[config.mk]
export PLATFORM = sky130hd
export DESIGN_NAME = parallel_to_serial
export DESIGN_NICKNAME = d
export VERILOG_FILES = /design/src/rtl/parallel_to_serial.sv
export SDC_FILE = /design/constraint.sdc
export NUM_CORES = 1
export LEC_CHECK = 0
export CAP_MARGIN = 20
export CORE_AREA = 10 10 47 49
export DETAILED_ROUTE_END_ITERATION = 7
export DIE_AREA = 0 0 57 59
export PLACE_DENSITY_LB_ADDON = 0.2
export SYNTH_ARGS = -nofsm -noshare
export SYNTH_HDL_FRONTEND = slang
export SYNTH_SLANG_ARGS = --single-unit
[constraint.sdc]
create_clock -name clk -period 0.8 [get_ports clk]
set_input_delay 0.16 -clock clk [delete_from_list [all_inputs] [get_ports clk]]
set_output_delay 0.16 -clock clk [all_outputs]
set_load 0.01 [all_outputs]
[src/rtl/parallel_to_serial.sv]
`default_nettype none
// ============================================================================
// Module      : parallel_to_serial
// Description : Parallel-in / serial-out shift register with serial MSB fill,
//               shifting LSB first. Operand serialiser for the bit-serial adder.
// Revision    : 1.0 - initial release
// ============================================================================
module parallel_to_serial #(
    parameter int P_WIDTH = 8
) (
    input  logic               clk,
    input  logic               rst,
    input  logic               l_s,
    input  logic [P_WIDTH-1:0] p_in,
    input  logic               s_in,
    output logic               s_out
);

    localparam logic c_MODE_LOAD = 1'b0;

    logic [P_WIDTH-1:0] w_sr_d;
    logic [P_WIDTH-1:0] r_sr_q;

    // Reset takes priority, then load; otherwise a logical right shift with s_in at the MSB.
    always_comb begin
        w_sr_d = r_sr_q;
        if (rst) begin
            w_sr_d = '0;
        end else if (l_s == c_MODE_LOAD) begin
            w_sr_d = p_in;
        end else begin
            w_sr_d = {s_in, r_sr_q[P_WIDTH-1:1]};
        end
    end

    always_ff @(posedge clk) begin
        r_sr_q <= w_sr_d;
    end

    assign s_out = r_sr_q[0];

endmodule
`default_nettype wire

After elaboration in Yosys (flattened, before gate mapping)
Cells that the tools add are included.
{"block": "classes", "muxes": 1}
{"cell": "$mux W8", "count": 1}
{"block": "word_totals", "ff_bits": 8, "output_inout_bits": 1, "word_cells": 2}

Depth between registers and ports, before layout
Gate-level depths: netlist of run 1.
{"block": "depth", "ltp_word": 1, "mapped_depth": 3, "depth_no_buf": 2}

Worst setup path after synthesis of run 1
OpenSTA, ideal clock, no wires.
{"block": "synth_timing", "kind": "input -> register", "startpoint": "input port l_s", "endpoint": "register r_sr_q[7]", "t_arrival_ps": 494, "path_slack_ps": 182, "path_stages": 3, "cell_sequence": "buf_6 mux2i_1 nor2_1"}
{"block": "synth_between", "elab_chain_len": 1}
{"element": "from (decl)", "line_no": "13", "rtl": "input logic l_s,"}
{"element": "$mux W8", "line_no": "29", "rtl": "end else if (l_s == c_MODE_LOAD) begin"}
{"element": "to (signal assigned)", "line_no": "37", "rtl": "r_sr_q <= w_sr_d;"}
{"element": "to (decl)", "line_no": "22", "rtl": "logic [P_WIDTH-1:0] r_sr_q;"}
No other way between the ends.
A chain may end at the register's enable or synchronous reset.

Worst setup path after layout of run 1
{"block": "layout_timing", "startpoint": "register r_sr_q[0]", "endpoint": "output port s_out"}
{"element": "to (decl)", "line_no": "16", "rtl": "output logic s_out"}
No word-level cell between the ends.

==> impl_metrics.env, run 1 <==
export IMPL_synth_area_leaders="dfxtp_1 56%, mux2i_1 28%, nor2_1 11%"
export IMPL_numPortBuffers=12
export IMPL_cp_required_ns=0.64
export IMPL_die_y_um=59
export IMPL_route_met2_wl_um=250
export IMPL_power_frac_comb=0.143
export IMPL_p_leak_nw=0.202
export IMPL_top_regs="r_sr_q (8)"
export IMPL_top_layer="met4"
export IMPL_worstSetupPathType="flop to output port"
export IMPL_fmax_ghz=1.21
export IMPL_avgSynthCellArea_um2=11.0
export IMPL_grt_usage=0.0428
export IMPL_r2r_start="r_sr_q[3]$_SDFF_PP0_"
export IMPL_m1WireLength_um=273
export IMPL_grt_max_degree=9
export IMPL_endpoint_kind="output port"
export IMPL_slowest_stage="dfxtp_2"
export IMPL_outcome="finished with violations"
export IMPL_total_power_mw=0.847
export IMPL_routabilityCongestion=0.583
export IMPL_synth_edf_count=0
export IMPL_p_seq_frac=0.508
export IMPL_dr_pass1_iters=4
export IMPL_netlist_top_cells_count="8 x dfxtp_1, 8 x mux2i_1, 8 x nor2_1, 1 x buf_1, 1 x buf_6"
export IMPL_rsz0062_at_grt="true"
export IMPL_setup_slack_ns=-0.0234
export IMPL_cp_depth=1
export IMPL_cpPeakStageDelay_ns=0.31
export IMPL_drv_slew=0
export IMPL_power_per_cell_area_nw_per_um2=1860
export IMPL_async_flop_share=0
export IMPL_critPathArrivalTime_ns=0.66
export IMPL_tritoncts="done"
export IMPL_fin_cells=56
export IMPL_postCtsSetupRepairBufs=0
export IMPL_dp_worst_setup_slack_ns=-0.385
export IMPL_grt_overflow=0
export IMPL_fin_crit_ns=0.823
export IMPL_start_kind="flop"
export IMPL_crit_buf_inv=1
export IMPL_yosysSeqAreaShare=0.561
export IMPL_fillerInstances=149
export IMPL_path_cells="buf_6"
export IMPL_cts_sinks=8
export IMPL_violations="negative setup slack"
export IMPL_ys_ff_latch=8
export IMPL_maxCapViolations=0
export IMPL_fin_nets=54
export IMPL_hold_viol_final=0
export IMPL_slew_headroom=0.820
export IMPL_syn_nets=38
export IMPL_skew_ns=0.00128
export IMPL_p_sw_frac=0.199
export IMPL_postSynthCellCount=26
export IMPL_top_register="r_sr_q"
export IMPL_crit_path_max_fanout=1
export IMPL_largest_register_ffs=8
export IMPL_antenna_found_initial=0
export IMPL_coreArea_um2=1400
export IMPL_fp_dieArea_um2=3360
export IMPL_rr_endpoint="r_sr_q[2]$_SDFF_PP0_"
export IMPL_synth_main_ff_cell="dfxtp_1"
export IMPL_r2r_slack_ns=0.20
export IMPL_fp_row_count=14
export IMPL_clock_path_buffers=2
export IMPL_viasPerCell=3.91
export IMPL_post_route_period_util=1.03
export IMPL_switchingPower_mw=0.168
export IMPL_clkTransAtPathRegs_ns=0.05
export IMPL_drt_initial_drc_count=2
export IMPL_synthToLayoutAreaGrowth_pct=59.2
export IMPL_wl_met3_um=69
export IMPL_clockRootBuffer="clkbuf_4"
export IMPL_ys_types=5
export IMPL_cts_buffers=3
export IMPL_power_internal_mw=0.678
export IMPL_drive_above_1_share=0.150
export IMPL_yosysTopAreaCell="dfxtp_1"
export IMPL_crit_family="flip-flops"
export IMPL_wl_um=603
export IMPL_postRouteAntennaNets=0
export IMPL_grt_pass1_vias=264
export IMPL_io_pins=13
export IMPL_rr_worst_depth=2
export IMPL_drc_errors=0
export IMPL_clkPwrFrac=0.348
export IMPL_dpl_hpwl_um=486
export IMPL_initial_utilization=0.204
export IMPL_crit_start="r_sr_q[0]$_SDFF_PP0_"
export IMPL_synth_cell_area_um2=285
export IMPL_placed_cells=53
export IMPL_clkLatencyLatePin_ns=0.24
export IMPL_peakVddDrop_uv=888
export IMPL_grt_pass1_wl_mm=1.02
export IMPL_post_route_util=0.324
export IMPL_yosys_warnings=0
export IMPL_h_tree_depth=1
export IMPL_wl_per_cell_um=10.8
export IMPL_endpoint="s_out"
export IMPL_die_w_um=57
export IMPL_hold_path_class="flop to flop"
export IMPL_antennaDiodeCount=0
export IMPL_vias=219
export IMPL_worstMarginPinSlew_ns=0.269
export IMPL_synth_top_area_share=0.561
export IMPL_setup_viol=1
-- how the worst min path moves through the flow --
stage | from | end | cells after the start
after global placement | r_sr_q[1]$_SDFF_PP0_ | r_sr_q[0]$_SDFF_PP0_ | 2
after CTS | r_sr_q[1]$_SDFF_PP0_ | r_sr_q[0]$_SDFF_PP0_ | 2
final | r_sr_q[1]$_SDFF_PP0_ | r_sr_q[0]$_SDFF_PP0_ | 2
after global routing | r_sr_q[1]$_SDFF_PP0_ | r_sr_q[0]$_SDFF_PP0_ | 2
after detailed placement | r_sr_q[1]$_SDFF_PP0_ | r_sr_q[0]$_SDFF_PP0_ | 2
after floorplan | p_in[0] | r_sr_q[0]$_SDFF_PP0_ | 2
-- power groups by stage --
stage | registers (mW) | logic, mW | clock network (mW)
after global routing | 0.433 | 0.133 | 0.334
after detailed placement | 0.438 | 0.124 | 0
final | 0.430 | 0.121 | 0.295
after global placement | 0.437 | 0.122 | 0
after CTS | 0.429 | 0.121 | 0.311
after floorplan | 0.438 | 0.0513 | 0
-- metal layers --
metal  up-vias  track usage
met1        95       0.0345
met2        10       0.0589
met3         2       0.0300
met5         -            0
met4         0       0.0604
li1        112            -
-- final cells by class --
type                    count  area [um^2]  share of cell area
clock buffers               3         22.5              0.0496
multi-input cells          16          110               0.242
flip-flops and latches      8          161               0.355
well taps                  16         20.0              0.0441
repair buffers             13          140               0.309
-- placed cells by master (no fill, tap or decap), drive strengths merged --
cell           instances
dlygate4sd2            1
dfxtp                  8
nor2                   8
clkdlybuf4s50         10
buf                    2
mux2i                  8
clkbuf                 3
-- kinds of logic after synthesis --
group	share of synthesized area
multiplexers	0.281
flip-flops	0.561
AND/OR/NAND/NOR	0.105
buffers and inverters	0.0526
-- repair_timing --
| action | 4_1_cts | 5_1_grt |
|---|---|---|
| gates resized for setup | 5 | 2 |
| hold buffers | 0 | 0 |
| endpoints found under the setup margin | 9 | 1 |
-- metrics by stage --
step,hold slack [ns],cell area (um^2),setup TNS (ns)
floorplan,0.304,285,0
global placement,0.444,430,-3.06
detailed placement,0.454,430,-3.13
CTS,0.468,447,-0.0403
global route,0.496,454,-0.0448
finish,0.463,454,-0.0234
No activity file was read; power rests on OpenSTA's default activity.
==> run 2, diff against run 1 <==
--- a/config.mk
+++ b/config.mk
@@ -10,6 +10,7 @@
 export DETAILED_ROUTE_END_ITERATION = 7
 export DIE_AREA = 0 0 57 59
 export PLACE_DENSITY_LB_ADDON = 0.2
+export SKIP_LAST_GASP = 1
 export SYNTH_ARGS = -nofsm -noshare
 export SYNTH_HDL_FRONTEND = slang
 export SYNTH_SLANG_ARGS = --single-unit
==> results of run 2 <==
No change in the layout: final DEF, timing and power equal those of run 1.
==> run 3, diff against run 2 <==
--- a/config.mk
+++ b/config.mk
@@ -5,10 +5,10 @@
 export SDC_FILE = /design/constraint.sdc
 export NUM_CORES = 1
 export LEC_CHECK = 0
-export CAP_MARGIN = 20
 export CORE_AREA = 10 10 47 49
 export DETAILED_ROUTE_END_ITERATION = 7
 export DIE_AREA = 0 0 57 59
+export GPL_TIMING_DRIVEN = 0
 export PLACE_DENSITY_LB_ADDON = 0.2
 export SKIP_LAST_GASP = 1
 export SYNTH_ARGS = -nofsm -noshare
==> run 3 against run 2 <==
The flow still finishes with violations (negative setup slack). Sequential power about the same. Clock skew rose by 0.0019 ns. Utilization down 1.7 points. Clock-buffer cell count unchanged. Global-route usage decreased by 0.087 points. Worst hold slack got worse by 0.24 ns. Largest power group unchanged. First-iteration DRC count decreased by 50%. Combinational power shrank 11%. Maximum frequency fell by 0.15%. Clock power is 1% higher.
==> impl_metrics.env, run 3 (synthesis gave the netlist of run 1 again) <==
export IMPL_post_route_period_util=1.03
export IMPL_clockRootBuffer="clkbuf_4"
export IMPL_clkTransAtPathRegs_ns=0.05
export IMPL_top_regs="r_sr_q (8)"
export IMPL_hold_path_class="primary input to flop"
export IMPL_clock_path_buffers=2
export IMPL_peakVddDrop_uv=834
export IMPL_p_leak_nw=0.191
export IMPL_top_register="r_sr_q"
export IMPL_drive_above_1_share=0.154
export IMPL_coreArea_um2=1400
export IMPL_dr_pass1_iters=2
export IMPL_cp_required_ns=0.64
export IMPL_fin_crit_ns=0.825
export IMPL_drv_slew=0
export IMPL_wl_per_cell_um=10.5
export IMPL_largest_register_ffs=8
export IMPL_fmax_ghz=1.21
export IMPL_viasPerCell=4.07
export IMPL_fin_hold_ws_ns=0.221
export IMPL_cts_sinks=8
export IMPL_clkLatencyLatePin_ns=0.25
export IMPL_switchingPower_mw=0.170
export IMPL_drt_initial_drc_count=1
export IMPL_grt_max_degree=9
export IMPL_worstMarginPinSlew_ns=0.336
export IMPL_routabilityCongestion=0.590
export IMPL_power_per_cell_area_nw_per_um2=1950
export IMPL_hold_buffers=0
export IMPL_initial_utilization=0.204
export IMPL_violations="negative setup slack"
export IMPL_synthToLayoutAreaGrowth_pct=50.9
export IMPL_tritoncts="done"
export IMPL_crit_family="flip-flops"
export IMPL_cts_buffers=3
export IMPL_rsz0062_at_grt="true"
export IMPL_most_common_layout_cells="9 x clkdlybuf4s50_1, 8 x mux2i_1, 8 x nor2_1"
export IMPL_worstSetupPathType="flop to output port"
export IMPL_p_sw_frac=0.203
export IMPL_p_seq_frac=0.513
export IMPL_critPathArrivalTime_ns=0.66
export IMPL_postPlaceCellArea_um2=405
export IMPL_grt_pass1_wl_mm=1.02
export IMPL_power_frac_comb=0.129
export IMPL_fp_dieArea_um2=3360
export IMPL_endpoint_kind="output port"
export IMPL_postRouteAntennaNets=0
export IMPL_slowest_stage="dfxtp_2"
export IMPL_slew_headroom=0.776
export IMPL_fillerInstances=163
export IMPL_mostFrequentLayoutCell="clkdlybuf4s50_1"
export IMPL_start_kind="flop"
export IMPL_setup_viol=1
export IMPL_numPortBuffers=10
export IMPL_grt_usage=0.0420
export IMPL_power_internal_mw=0.668
export IMPL_path_cells="buf_6"
export IMPL_grt_overflow=0
export IMPL_crit_path_max_fanout=1
export IMPL_antenna_found_initial=0
export IMPL_grt_pass1_vias=257
export IMPL_maxCapViolations=0
export IMPL_crit_buf_inv=1
export IMPL_io_pins=13
export IMPL_total_power_mw=0.838
export IMPL_drc_errors=0
export IMPL_cpPeakStageDelay_ns=0.31
export IMPL_tns_ns=-0.0247
export IMPL_antennaDiodeCount=0
export IMPL_setup_slack_ns=-0.0247
export IMPL_final_area_um2=430
export IMPL_die_w_um=57
export IMPL_die_y_um=59
export IMPL_fin_nets=53
export IMPL_skew_ns=0.00323
export IMPL_clkPwrFrac=0.357
export IMPL_hold_viol_final=0
export IMPL_h_tree_depth=1
export IMPL_outcome="finished with violations"
export IMPL_fp_row_count=14
export IMPL_vias=224
export IMPL_wl_um=579
run 3: final timing paths:
path                   startpoint              endpoint  slack, ns  cells after the start
max          r_sr_q[0]$_SDFF_PP0_                 s_out      -0.02                      1
min                           l_s  r_sr_q[3]$_SDFF_PP0_       0.22                      3
max reg2reg  r_sr_q[3]$_SDFF_PP0_  r_sr_q[2]$_SDFF_PP0_       0.20                      2
min reg2reg  r_sr_q[4]$_SDFF_PP0_  r_sr_q[3]$_SDFF_PP0_       0.46                      2
run 3: timing repair:
action / 4_1_cts / 5_1_grt
setup buffers: 0 / 0
pin swaps: 0 / 0
setup endpoints to repair: 1 / 1
resized for setup: 4 / 2
run 3: routing by layer:
metal  GRT usage  up-vias  wire [um]
li1            -      111          -
met3      0.0300        2         67
met4      0.0503        0          9
met2      0.0527       10        235
met1      0.0405      101        267
met5           0        -          0
run 3: layout make-up:
type / instances / area (um^2) / area share
sequential: 8 / 161 / 0.375
multi-input combinational: 16 / 110 / 0.256
timing repair buffer: 10 / 101 / 0.235
clock buffer: 3 / 22.5 / 0.0523
tap: 16 / 20.0 / 0.0465
buffer: 2 / 15.0 / 0.0349
run 3: power groups by stage:
stage                     clock, mW  sequential (mW)  combinational [mW]
after floorplan                   0            0.438              0.0513
after global placement            0            0.437               0.107
after detailed placement          0            0.438               0.110
after CTS                     0.312            0.429               0.107
after global routing          0.331            0.432               0.121
final                         0.299            0.430               0.108
run 3: stage by stage:
stage,util,setup slack (ns),instances
after floorplan,-,0.182,26
after global placement,0.289,-0.176,52
after detailed placement,0.289,-0.183,52
after CTS,0.302,-0.0435,55
after global routing,0.307,-0.0469,55
final,0.307,-0.0247,55
